`src/rtl/dec_scan_seq.sv`:
```
// Scan sequencer feeding a 3-to-8 decoder: steps through the enabled mask slots with a per-slot dwell.
// Optional SCAN_BLANK_EN inserts one en=0 cycle after every slot.
module dec_scan_seq #(
    parameter int DWELL_W = 8
) (
    input  logic               clk,
    input  logic               rst,
    input  logic               start,
    input  logic               stop,
    input  logic               single,
    input  logic [7:0]         mask,
    input  logic [DWELL_W-1:0] dwell,
    output logic               en,
    output logic               in0,
    output logic               in1,
    output logic               in2,
    output logic               busy,
    output logic               frame_done
);

`ifdef SCAN_BLANK_EN
    typedef enum logic [1:0] {IDLE = 2'd0, SCAN = 2'd1, BLANK = 2'd2} state_t;
`else
    typedef enum logic [1:0] {IDLE = 2'd0, SCAN = 2'd1} state_t;
`endif

    state_t             state, state_n;
    logic [2:0]         slot, slot_n;
    logic [DWELL_W-1:0] cnt, cnt_n;
    logic [DWELL_W-1:0] dwell_q, dwell_n;
    logic [7:0]         mask_q, mask_n;
    logic               single_q, single_n;
    logic               fd_q, fd_n;
    logic               en_n, busy_n, fdo_n;
    logic [2:0]         idx_n;
    logic [3:0]         nxt;
    logic               last;

    function automatic logic [2:0] lowest(input logic [7:0] m);
        logic [2:0] r;
        r = '0;
        for (int i = 7; i >= 0; i--)
            if (m[i]) r = 3'(i);
        return r;
    endfunction

    // {found, index} of the next set bit strictly above s
    function automatic logic [3:0] next_above(input logic [7:0] m, input logic [2:0] s);
        logic [3:0] r;
        r = '0;
        for (int i = 7; i >= 0; i--)
            if (m[i] && (3'(i) > s)) r = {1'b1, 3'(i)};
        return r;
    endfunction

    always_comb begin
        state_n  = state;
        slot_n   = slot;
        cnt_n    = cnt;
        fd_n     = 1'b0;
        mask_n   = mask_q;
        dwell_n  = dwell_q;
        single_n = single_q;
        nxt      = next_above(mask_q, slot);
        last     = (cnt == dwell_q - 1'b1);

        case (state)
            IDLE: begin
                if (start && (mask != 8'h00)) begin
                    state_n  = SCAN;
                    slot_n   = lowest(mask);
                    cnt_n    = '0;
                    mask_n   = mask;
                    dwell_n  = (dwell == '0) ? DWELL_W'(1) : dwell;
                    single_n = single;
                end
            end
            SCAN: begin
                cnt_n = cnt + 1'b1;
                if (last) begin
                    cnt_n = '0;
`ifdef SCAN_BLANK_EN
                    state_n = BLANK;
                    fd_n    = !nxt[3];
`else
                    if (nxt[3]) begin
                        slot_n = nxt[2:0];
                    end else begin
                        fd_n = 1'b1;
                        if (single_q) begin
                            state_n = IDLE;
                            slot_n  = 3'd0;
                        end else begin
                            slot_n = lowest(mask_q);
                        end
                    end
`endif
                end
            end
`ifdef SCAN_BLANK_EN
            BLANK: begin
                // slot still holds the outgoing index, so nxt is the same lookup as in SCAN
                if (nxt[3]) begin
                    state_n = SCAN;
                    slot_n  = nxt[2:0];
                end else if (single_q) begin
                    state_n = IDLE;
                    slot_n  = 3'd0;
                end else begin
                    state_n = SCAN;
                    slot_n  = lowest(mask_q);
                end
            end
`endif
            default: begin
                state_n = IDLE;
                slot_n  = 3'd0;
            end
        endcase

        if (stop) begin
            state_n = IDLE;
            slot_n  = 3'd0;
            cnt_n   = '0;
            fd_n    = 1'b0;
        end

        // outputs lag the state by one register; stop clears them immediately
        en_n   = (state == SCAN) && !stop;
        busy_n = (state != IDLE) && !stop;
        idx_n  = stop ? 3'd0 : slot;
        fdo_n  = fd_q && !stop;
    end

    always_ff @(posedge clk) begin
        if (rst) begin
            state           <= IDLE;
            slot            <= '0;
            cnt             <= '0;
            dwell_q         <= '0;
            mask_q          <= '0;
            single_q        <= 1'b0;
            fd_q            <= 1'b0;
            en              <= 1'b0;
            {in2, in1, in0} <= 3'd0;
            busy            <= 1'b0;
            frame_done      <= 1'b0;
        end else begin
            state           <= state_n;
            slot            <= slot_n;
            cnt             <= cnt_n;
            dwell_q         <= dwell_n;
            mask_q          <= mask_n;
            single_q        <= single_n;
            fd_q            <= fd_n;
            en              <= en_n;
            {in2, in1, in0} <= idx_n;
            busy            <= busy_n;
            frame_done      <= fdo_n;
        end
    end

endmodule
```
`config.mk`:
```
export PLATFORM = sky130hd
export DESIGN_NAME = dec_scan_seq
export DESIGN_NICKNAME = d
export VERILOG_FILES = /design/src/rtl/dec_scan_seq.sv
export SDC_FILE = /design/constraint.sdc
export NUM_CORES = 1
export LEC_CHECK = 0
export ABC_AREA = 1
export ABC_CLOCK_PERIOD_IN_PS = 1900
export CORE_ASPECT_RATIO = 1.75
export CORE_UTILIZATION = 55
export CTS_CLUSTER_SIZE = 8
export DETAILED_ROUTE_END_ITERATION = 16
export PLACE_DENSITY_LB_ADDON = 0.05
export SLEW_MARGIN = 10
export SYNTH_ARGS = -nofsm -noshare
export SYNTH_HDL_FRONTEND = slang
export SYNTH_SLANG_ARGS = --single-unit
```
`constraint.sdc`:
```
create_clock -name clk -period 1.9 [get_ports clk]
set_input_delay 0.38 -clock clk [delete_from_list [all_inputs] [get_ports clk]]
set_output_delay 0.38 -clock clk [all_outputs]
set_load 0.05 [all_outputs]
```
==> summary.md <==
| Metric | Value |
|---|---|
| Status | `finished, final reports clean` |
| Pre-CTS setup slack | `-0.1087 ns` |
| Vias in the first global route | `2119` |
| Design area | `2535 sq um` |
| Nets@finish | `381` |
| Clock skew after layout | `0.007071 ns` |
| IO Port Bufs | `26` |
| Synthesized instance count | `323` |
| Die height | `83.34 um` |
| Yosys Warn Count | `0` |
| Post-synthesis cell area | `2079 sq um` |
| Initial Utilization | `0.5731` |
| Pwr dens | `749.7 nW/um^2` |
| Sequential area share after synthesis | `0.3369` |
| Final setup vio count | `0` |
| DR vias/cell | `5.249` |
| Drt wl/cell | `12.26 um` |
| CTS Buffer Depth | `2` |
| Main synth FF type | `dfxtp_1` |
| TritonCTS buffer count | `5` |
| Most common cell after layout, fill and taps aside | `nand2_1` |
| Synth async-reset ratio | `0` |
| Final worst slack | `0.09868 ns` |
| Rows | `29` |
| Final Cycle Share | `0.9481` |
| Synth Register Bits | `35` |
| Commonest cells after routing, fill and taps aside | `nand2_1 (73), inv_1 (52), nor2_1 (35), nand3_1 (34), dfxtp_1 (34)` |
| N_diodes | `0` |
| Fin Setup TNS | `0 ns` |
| Gpl congestion | `0.9123` |
| P_leak | `1.140 nW` |
| Hold buffers post-CTS | `0` |
| Tot Pwr | `1.900 mW` |
| Final wirelength | `4.966 mm` |
| Syn_nets | `346` |
| TritonCTS clock tree | `built` |
| Worst path cell trace | `clkdlybuf4s50_1` |
| Ports | `27` |
| Hold crit path type | `flip-flop to flip-flop` |
| Kind of critical path | `flip-flop to output port` |
| DRC | `0` |
| Root buffer cell | `clkbuf_8` |
| Critical Path End Type | `output port` |
| Post-cts sizing count | `0` |
| GRT overflow | `0` |
| Layout cells sized above 1 | `0.09471` |
| First-pass DRT Iterations | `4` |
| Final Critical Period | `1.801 ns` |
| Fmax | `0.5551 GHz` |
| CP Buf/Inv Count | `1` |
| Placement Cell Area | `2411 sq um` |
| Clock Sinks | `35` |
| Global-route wire length before repair | `8.535 mm` |
| Post-layout util | `0.6986` |
| Core ar. | `3628 sq um` |
| Die X | `48.48 um` |
| Slowest Stage Delay on Critical Path | `0.80 ns` |
| Routed Antenna Nets | `0` |
| Setup repair after global routing missed its margin | `true` |
| Syn Area/Cell | `6.438 sq um` |
| Largest net degree at the start of global routing | `18` |
| CP top delay family | `buffers and inverters` |
| Area growth syn-to-layout | `21.90%` |
| Post-CTS setup buffer count | `0` |
| DPL Wire Length | `3.994 mm` |
| Routed vias | `2126` |
| CP max stage cell | `clkdlybuf4s50_1` |
| Overall routing resource usage | `0.2729` |
| Die area | `4040 sq um` |
| WP data required | `1.52 ns` |
| Post-synth EDFFs | `0` |
| Maxcap violations | `0` |
| H-tree depth | `2` |
| Final hold vios | `0` |
| Initial antenna violation count | `0` |
| VDD IR max | `743.9 uV` |
| Count of cell types in the netlist | `33` |
| Crit Path Max Fanout | `1` |
| Relative slew slack | `0.6697` |
| Startpoint Class | `flip-flop` |
| Worst skew pair latency | `0.29 ns` |
| Starting DRT DRC Count | `62` |
| Slew Limit Fails | `0` |
| Worst-Margin Slew | `0.4939 ns` |
| Arrival time at the worst endpoint | `1.42 ns` |
| Clk slew on worst S/H paths | `0.08 ns` |
==> metal layers <==
layer	vias up	track usage	routed length [um]
li1	1096	-	-
met1	969	0.2486	1831
met4	0	0.1898	228
met3	21	0.04212	120
met5	-	0	0
met2	40	0.5262	2785
==> area by class of cell <==
class | count | area [sq um]
clock buffer | 6 | 82.58
clock inverter | 2 | 35.03
fill | 352 | 1094
inverter | 52 | 195.2
multi-input combinational | 228 | 1127
sequential | 35 | 701.9
tap | 46 | 57.56
timing repair buffer | 36 | 335.3
==> metrics by stage <==
stage               std cells  hold slack [ns]
finish                    405           0.4107
CTS                       405           0.4145
detailed placement        397           0.4061
global route              405           0.4391
floorplan                 323           0.3936
global placement          397           0.4049
==> sequential cells by signal, indices dropped and copies added, names as in the netlist <==
name and flops:
en 1, frame_done 1, single_q 1, in2 1, dwell_q 8, state 1
fd_q 1, slot 3, cnt 8, in0 1, mask_q 8, in1 1
==> synth_stat cells (3+ instances only) <==
cell	instances	area, sq um
inv_1	52	195.2
o21ai_0	26	130.1
a21oi_1	24	120.1
buf_4	3	22.52
xnor2_1	4	35.03
nand3_1	34	170.2
nor3_1	3	15.01
dfxtp_1	35	700.7
nand4_1	4	25.02
nor2_1	36	135.1
nand2_1	74	277.8
xor2_1	3	26.28
==> where the power goes <==
group | total (mW) | switching, mW | internal (mW)
logic | 0.382 | 0.221 | 0.161
clock network | 0.714 | 0.289 | 0.425
registers | 0.804 | 0.0364 | 0.768
==> cell families after synthesis <==
group                    share of synthesized area
AO/OA/AOI/OAI                               0.1402
XOR/XNOR                                   0.02948
adder cells (fa/ha/maj)                    0.01203
buffers and inverters                       0.1233
flip-flops                                  0.3369
AND/OR/NAND/NOR                             0.3580
==> worst min-delay path: cells and delay by family (launching register included) <==
kind                   cells  cell delay [ns]
DFF                        1             0.30
buffers and inverters      1             0.04
and+or+nand+nor            1             0.04
==> worst paths after layout <==
check,cells past startpoint,to,start,slack [ns]
worst min-delay path,2,frame_done$_SDFF_PP0_,fd_q$_SDFF_PP0_,0.41
worst max register to register,9,state[0]$_SDFFE_PP0P_,dwell_q[1]$_SDFFE_PP0P_,0.16
worst max-delay path,1,frame_done,frame_done$_SDFF_PP0_,0.1
worst min register to register,2,frame_done$_SDFF_PP0_,fd_q$_SDFF_PP0_,0.41
No activity file was read; power rests on OpenSTA's default activity.
